$ cat src/rtl/gru_pkg.sv
// Shared fixed-point definitions for the GRU datapath stages (Q2.14 signed).
package gru_pkg;

  localparam int DATA_W = 16;
  localparam int FRAC_W = 14;
  // Wide accumulator used for round/saturate of products and sums.
  localparam int ACC_W  = 36;

  localparam logic [DATA_W-1:0] Q_ONE = 16'h4000;
  localparam logic [DATA_W-1:0] Q_MAX = 16'h7FFF;
  localparam logic [DATA_W-1:0] Q_MIN = 16'h8000;

  localparam logic signed [ACC_W-1:0] HALF_LSB = 36'sh0_0000_2000;
  localparam logic signed [ACC_W-1:0] SAT_HI   = 36'sh0_0000_7FFF;
  localparam logic signed [ACC_W-1:0] SAT_LO   = 36'shF_FFFF_8000;

  typedef enum logic {
    ST_RUN   = 1'b0,
    ST_CLEAR = 1'b1
  } hs_state_t;

  // Drop FRAC_W fraction bits, rounding half up (floor of value + 0.5 LSB).
  function automatic logic signed [ACC_W-1:0] round_shr(input logic signed [ACC_W-1:0] v);
    return (v + HALF_LSB) >>> FRAC_W;
  endfunction

  // Clamp a wide value into the Q2.14 range.
  function automatic logic signed [DATA_W-1:0] sat_q(input logic signed [ACC_W-1:0] v);
    if (v > SAT_HI)      return Q_MAX;
    else if (v < SAT_LO) return Q_MIN;
    else                 return v[DATA_W-1:0];
  endfunction

endpackage

$ cat src/rtl/gru_hupd_dp.sv
// Three-stage h update datapath: diff, multiply by z, round/saturate and add n.
// Index and valid travel alongside the data; kill drops every in-flight beat.
module gru_hupd_dp
  import gru_pkg::*;
#(
  parameter int IDX_W = 4
) (
  input  logic                     clk,
  input  logic                     rst_n,
  input  logic                     kill,
  input  logic                     in_vld,
  input  logic [IDX_W-1:0]         in_idx,
  input  logic signed [DATA_W-1:0] h_prev,
  input  logic signed [DATA_W-1:0] z_in,
  input  logic signed [DATA_W-1:0] n_in,
  output logic                     wr_en,
  output logic [IDX_W-1:0]         wr_idx,
  output logic signed [DATA_W-1:0] wr_data,
  output logic [DATA_W-1:0]        out_h,
  output logic [IDX_W-1:0]         out_idx,
  output logic                     out_vld
);

  logic                     vld_p1, vld_p2;
  logic [IDX_W-1:0]         idx_p1, idx_p2;
  logic signed [DATA_W:0]   diff_p1;
  logic signed [DATA_W-1:0] z_p1, n_p1, n_p2;
  logic signed [32:0]       prod_p2;
  logic signed [ACC_W-1:0]  acc_p2;

  // Valid sideband: cleared on reset and by kill.
  always_ff @(posedge clk or negedge rst_n) begin
    if (!rst_n) begin
      vld_p1 <= 1'b0;
      vld_p2 <= 1'b0;
    end else begin
      vld_p1 <= in_vld & ~kill;
      vld_p2 <= vld_p1 & ~kill;
    end
  end

  // S1 -> p1: h_prev - n in 17 bits; S2 -> p2: z * diff in 33 bits.
  always_ff @(posedge clk) begin
    diff_p1 <= 17'(h_prev) - 17'(n_in);
    z_p1    <= z_in;
    n_p1    <= n_in;
    idx_p1  <= in_idx;
    prod_p2 <= 33'(z_p1) * 33'(diff_p1);
    n_p2    <= n_p1;
    idx_p2  <= idx_p1;
  end

  // S3: round the product, add n, saturate.
  always_comb begin
    acc_p2  = round_shr(ACC_W'(prod_p2)) + ACC_W'(n_p2);
    wr_data = sat_q(acc_p2);
    wr_en   = vld_p2 & ~kill;
    wr_idx  = idx_p2;
  end

  // Registered result port; data holds between strobes.
  always_ff @(posedge clk or negedge rst_n) begin
    if (!rst_n) begin
      out_vld <= 1'b0;
      out_h   <= '0;
      out_idx <= '0;
    end else begin
      out_vld <= wr_en;
      if (wr_en) begin
        out_h   <= wr_data;
        out_idx <= wr_idx;
      end
    end
  end

endmodule

$ cat src/rtl/gru_hstate_update.sv
// GRU hidden-state update: h_t = n + z*(h_prev - n), owning the hidden-state file.
// Elements arrive in index order; seq_start sweeps the file to zero over HIDDEN_SIZE cycles.
module gru_hstate_update
  import gru_pkg::*;
#(
  parameter  int HIDDEN_SIZE = 16,
  localparam int IDX_W       = $clog2(HIDDEN_SIZE)
) (
  input  logic              clk,
  input  logic              rst_n,
  input  logic              seq_start,
  input  logic              in_valid,
  output logic              in_ready,
  input  logic [15:0]       z_in,
  input  logic [15:0]       n_in,
  output logic [15:0]       h_out,
  output logic [IDX_W-1:0]  h_out_idx,
  output logic              h_out_valid,
  output logic              step_done,
  input  logic [IDX_W-1:0]  rd_idx,
  output logic [15:0]       rd_data
);

  if (HIDDEN_SIZE < 4 || HIDDEN_SIZE > 256) begin : g_bad_size
    $error("gru_hstate_update: HIDDEN_SIZE must be in 4..256");
  end

  localparam logic [IDX_W-1:0] LAST = IDX_W'(HIDDEN_SIZE - 1);

  hs_state_t                 state;
  logic [IDX_W-1:0]          idx, clr_cnt;
  logic                      accept;
  logic signed [DATA_W-1:0]  h_prev;
  logic                      wr_en;
  logic [IDX_W-1:0]          wr_idx;
  logic signed [DATA_W-1:0]  wr_data;
  logic [DATA_W-1:0]         h_mem [HIDDEN_SIZE];

  // in_ready is high exactly in RUN, so it doubles as the state qualifier.
  assign accept = in_valid & in_ready & ~seq_start;
  assign h_prev = h_mem[idx];

  // Control FSM: RUN accepts beats in index order, CLEAR sweeps the file.
  always_ff @(posedge clk or negedge rst_n) begin
    if (!rst_n) begin
      state    <= ST_RUN;
      idx      <= '0;
      clr_cnt  <= '0;
      in_ready <= 1'b1;
    end else if (seq_start) begin
      state    <= ST_CLEAR;
      idx      <= '0;
      clr_cnt  <= '0;
      in_ready <= 1'b0;
    end else begin
      case (state)
        ST_RUN: begin
          if (accept) idx <= (idx == LAST) ? '0 : idx + 1'b1;
        end
        ST_CLEAR: begin
          if (clr_cnt == LAST) begin
            state    <= ST_RUN;
            idx      <= '0;
            in_ready <= 1'b1;
          end else begin
            clr_cnt <= clr_cnt + 1'b1;
          end
        end
        default: state <= ST_RUN;
      endcase
    end
  end

  gru_hupd_dp #(
    .IDX_W (IDX_W)
  ) u_dp (
    .clk     (clk),
    .rst_n   (rst_n),
    .kill    (seq_start),
    .in_vld  (accept),
    .in_idx  (idx),
    .h_prev  (h_prev),
    .z_in    ($signed(z_in)),
    .n_in    ($signed(n_in)),
    .wr_en   (wr_en),
    .wr_idx  (wr_idx),
    .wr_data (wr_data),
    .out_h   (h_out),
    .out_idx (h_out_idx),
    .out_vld (h_out_valid)
  );

  // Hidden-state file: zeroed by reset or by the CLEAR sweep, else written by S3.
  always_ff @(posedge clk or negedge rst_n) begin
    if (!rst_n) begin
      for (int i = 0; i < HIDDEN_SIZE; i++) h_mem[i] <= '0;
    end else if (state == ST_CLEAR && !seq_start) begin
      h_mem[clr_cnt] <= '0;
    end else if (wr_en) begin
      h_mem[wr_idx] <= wr_data;
    end
  end

  // End-of-step pulse aligned with the last element's result strobe.
  always_ff @(posedge clk or negedge rst_n) begin
    if (!rst_n) step_done <= 1'b0;
    else        step_done <= wr_en && (wr_idx == LAST);
  end

  // Registered read port; a same-cycle write is not forwarded.
  always_ff @(posedge clk or negedge rst_n) begin
    if (!rst_n)                           rd_data <= '0;
    else if (int'(rd_idx) < HIDDEN_SIZE)  rd_data <= h_mem[rd_idx];
    else                                  rd_data <= '0;
  end

endmodule
$ cat config.mk
export PLATFORM = sky130hd
export DESIGN_NAME = gru_hstate_update
export DESIGN_NICKNAME = d
export VERILOG_FILES = /design/src/rtl/gru_pkg.sv /design/src/rtl/gru_hupd_dp.sv /design/src/rtl/gru_hstate_update.sv
export SDC_FILE = /design/constraint.sdc
export NUM_CORES = 1
export LEC_CHECK = 0
export BUFFER_PORTS_ARGS = -buffer_cell sky130_fd_sc_hd__buf_2
export CORE_UTILIZATION = 50
export DETAILED_ROUTE_END_ITERATION = 8
export GPL_TIMING_DRIVEN = 0
export PLACE_DENSITY = 0.64
export REMOVE_ABC_BUFFERS = 1
export SYNTH_ARGS = -nofsm -noshare
export SYNTH_HDL_FRONTEND = slang
export SYNTH_HIERARCHICAL = 1
export SYNTH_SLANG_ARGS = --single-unit
$ cat constraint.sdc
create_clock -name clk -period 10.1 [get_ports clk]
set_input_delay 3.03 -clock clk [delete_from_list [all_inputs] [get_ports clk]]
set_output_delay 3.03 -clock clk [all_outputs]
set_load 0.01 [all_outputs]
==> flow_summary.json <==
{
  "tightestPinTransition_ps": 1551,
  "route.detailed.wl_per_inst_um": 23.40,
  "layout.cell_area.non_filler_sq_mm": 0.03206,
  "clock_tree.htree_level_count": 2,
  "ys_ff_latch": 399,
  "worst_clock_skew_ps": 53.17,
  "fin_crit_sh_pct": 67.61,
  "crit_fanout": 16,
  "hp-class": "reg -> reg",
  "status": "complete, but fails checks",
  "synth.yosys.warnings": 6,
  "routed_wirelength_um": 79620,
  "clock.fmax_mhz": 146.4,
  "vias": 20720,
  "combPwrFrac_pct": 64.5,
  "clk_root_buf": "clkbuf_16",
  "post_route_cells_drive_above_1_share_pct": 13.04,
  "total_switching_power_uw": 4554,
  "sw_frac_of_total_pct": 44.91,
  "cts_inserted_buffers": 46,
  "synthesis.area_per_instance_sq_um": 11.18,
  "sequentialPowerShare_pct": 18.4,
  "violations": "capacitance limit, slew limit",
  "synth_async_reset_ratio_pct": 76.69,
  "clock_latency_ps": 620,
  "cp-start-kind": "register",
  "dp.final_hpwl_um": 56190,
  "critical_path.n_buffers_inverters": 3,
  "core_region_sq_mm": 0.05781,
  "grt_pass1_wl_um": 126900,
  "syn-cell-area_sq_mm": 0.02926,
  "clock_tree_sinks": 399,
  "postCtsHoldBufs": 0,
  "ys_types": 69,
  "maxCapViolations": 4,
  "finalSetupTns_ps": 0,
  "total_power_density_per_cell_area_mw_per_mm2": 316.3,
  "max-clock-path-buffers": 3,
  "tritoncts_clock_tree": "done",
  "ios": 79,
  "die_y_um": 243.9,
  "data_required_time_at_the_worst_endpoint_ps": 10620,
  "synth_top_cell_by_area": "dfrtp_1",
  "clk_pin_slew_ps": 50,
  "synth.yosys.seq_area_share_pct": 32.53,
  "synth_top_flop_cell": "dfrtp_1",
  "timing.hold.ws_ps": 299.7,
  "ir_drop_uv": 310.3,
  "timing.max_slew.rel_slack_pct": -3.718,
  "die_width_um": 243.9,
  "internal-power_uw": 5586,
  "rsz0062_at_grt": "false",
  "crit_slowest_cell": "dfxtp_1",
  "post_synth_main_area_contributors": "dfrtp_1 26%, fa_1 19%, mux4_2 8.6%",
  "final_period_minus_worst_setup_slack_ps": 6829,
  "nets": 3040,
  "fp.dieArea_sq_mm": 0.05950,
  "area_growth_syn_to_fin_pct": 9.543,
  "crit_path_max_incr_delay_ps": 850,
  "critical_path.most_common_cell": "fa_1",
  "crit_end_element": "register",
  "worstPathArrival_ps": 7350,
  "placement_rows": 88,
  "detailedRoute.firstPassIterationCount": 5,
  "synth_edf_count": 0,
  "port_bufs": 78,
  "whs_endpoint": "u_dp/n_p2[8]$_DFF_P_",
  "setup_viol_count_final": 0,
  "placer_congestion_estimate": 0.8738,
  "timing.final.hold_violations": 0,
  "placed_cell_area_sq_mm": 0.03047,
  "cp_cell_sequence": "nand2_1 -> fa_1 -> fa_1 -> fa_1 -> fa_1 -> inv_1 -> fa_1 -> inv_1 -> fa_1 -> inv_1 -> ha_1 -> o21ai_0 -> o31ai_1 -> a21oi_1 -> nor3_1 -> o21ai_0 -> a31oi_1 -> o21a_1 -> o22a_1 -> xor2_1",
  "post_cts_resized": 0,
  "path_class": "reg -> reg",
  "grt_remaining_overflow": 0,
  "postRouteAntennaNets": 0,
  "r2r_start": "u_dp/diff_p1[10]$_DFF_P_",
  "start_util_pct": 50.62,
  "drtIter0Drc": 1556,
  "hold_path.startpoint": "u_dp/n_p1[8]$_DFF_P_",
  "slew_violations": 68,
  "rr_worst_depth": 20,
  "grt_pass1_vias": 22010,
  "antenna-diode-count": 0,
  "worst-r2r-setup-slack_ps": 3270,
  "clock_power_share_pct": 17.1,
  "syn_inst": 2618,
  "total_leakage_power_uw": 0.01499,
  "grt_usage_pct": 27.64,
  "initial_antenna_violation_count": 1,
  "worst_hold_path.num_cells": 0,
  "post-route-drc-count": 0,
  "cts_setup_buffers": 0,
  "critical-path-top-delay-family": "adder cells",
  "drt-vias-per-instance": 6.089,
  "synthDominantCellAreaShare_pct": 26.08,
  "grt_max_degree": 114,
  "r2r-end": "u_dp/prod_p2[27]$_DFF_P_"
}
-- per-stage QoR --
stage	power [uW]	std cells	utilization (%)	setup WS, ps
2_1_floorplan	6878	2450	-	3580
3_3_place_gp	8339	3293	51.69	439.8
3_5_place_dp	8355	3317	52.70	1983
4_1_cts	10240	3403	55.44	2632
5_1_grt	11190	3403	55.45	2837
6_report	10140	3403	55.45	3271
-- cell families after synthesis --
kind of cell / Yosys count / synth area share (%)
xor gates and xnor gates: 64 / 1.915
DFF: 399 / 32.53
adders and majority gates: 400 / 24.21
buffers and inverters: 516 / 6.957
AOI/OAI and AO/OA: 498 / 13.71
and+or+nand+nor: 564 / 9.834
muxes: 177 / 10.84
-- worst reg2reg max path: cells and delay by family, from the launching register on --
kind / cells / cell delay [ps]
adder cells (fa/ha/maj): 7 / 3420
buffers and inverters: 3 / 160
flip-flops: 1 / 850
AO/OA/AOI/OAI: 7 / 1560
AND/OR/NAND/NOR: 2 / 610
XOR/XNOR: 1 / 150
-- flip-flops by register name, summed over array words and instances, names as in the netlist, 4 cells and up --
register      flops
rd_data          16
clr_cnt           4
u_dp/diff_p1     17
u_dp/prod_p2     20
h_mem           256
idx               4
u_dp/out_h       16
u_dp/wr_idx       4
u_dp/n_p2        16
u_dp/z_p1        16
u_dp/out_idx      4
u_dp/n_p1        16
u_dp/idx_p1       4
-- cells in the mapped netlist (all sizes together), types with 13 or more instances --
cell type  count
inv          347
dfrtp        305
fa           277
a22o         256
nand2        236
and2         124
ha           123
mux4         112
dfxtp         93
clkbuf        92
buf           76
mux2i         65
nor2          65
xnor2         54
o21ai         53
a21oi         42
a221oi        33
nand3         30
nor3          27
a22oi         20
nand2b        17
a31oi         16
nor2b         15
o211ai        14
a21o          13
-- worst max-delay path by stage --
stage	startpoint	to	slack [ps]	cells past startpoint
3_5_place_dp	seq_start	h_mem[101]$_DFFE_PN0P_	1980	8
6_report	u_dp/diff_p1[10]$_DFF_P_	u_dp/prod_p2[27]$_DFF_P_	3270	20
4_1_cts	seq_start	h_mem[96]$_DFFE_PN0P_	2630	8
2_1_floorplan	seq_start	h_mem[208]$_DFFE_PN0P_	3580	3
3_3_place_gp	rst_n	u_dp/out_vld$_DFF_PN0_	440	1
5_1_grt	u_dp/diff_p1[11]$_DFF_P_	u_dp/prod_p2[32]$_DFF_P_	2840	20
-- metal layers --
layer | vias up | wire length (um) | part of all wire, % | track usage (%)
met2 | 767 | 39670 | 50 | 47.14
met3 | 213 | 5495 | 6.9 | 5.089
met1 | 10760 | 31050 | 39 | 34.52
met5 | - | 13 | 0.016 | 0
li1 | 8981 | - | - | -
met4 | 2 | 3393 | 4.3 | 11.43
-- final cells by class --
| type | count | area (sq um) |
|---|---|---|
| clock buffer | 72 | 1390 |
| clock inverter | 14 | 188.9 |
| fill | 4877 | 25750 |
| inverter | 348 | 1306 |
| multi-input combinational | 1703 | 17820 |
| sequential | 399 | 9525 |
| tap | 765 | 957.2 |
| timing repair buffer | 102 | 863.3 |
-- power by group through the flow --
stage / Combinational, uW / Clock (uW) / Sequential, uW
CTS: 6620 / 1760 / 1860
finish: 6540 / 1730 / 1870
detailed placement: 6460 / 0 / 1890
floorplan: 5020 / 0 / 1860
global route: 7480 / 1830 / 1870
global placement: 6450 / 0 / 1890
-- cell usage in the layout, fill, tap and decap left out, drive strengths merged, types with 13 or more instances in the layout --
cell | synthesis | final
nand3 | 30 | 30
a22o | 256 | 256
nor2 | 65 | 65
a22oi | 20 | 20
a221oi | 33 | 33
nand2 | 236 | 236
nor2b | 15 | 15
nand2b | 17 | 17
xnor2 | 54 | 54
dfxtp | 93 | 93
a21o | 13 | 13
buf | 76 | 102
dfrtp | 305 | 305
a21oi | 42 | 42
mux4 | 112 | 112
and2 | 124 | 124
o211ai | 14 | 14
fa | 277 | 277
o21ai | 53 | 53
nor3 | 27 | 27
ha | 123 | 123
inv | 347 | 348
clkbuf | 92 | 72
mux2i | 65 | 65
a31oi | 16 | 16
(Power assumes the default switching activity.)
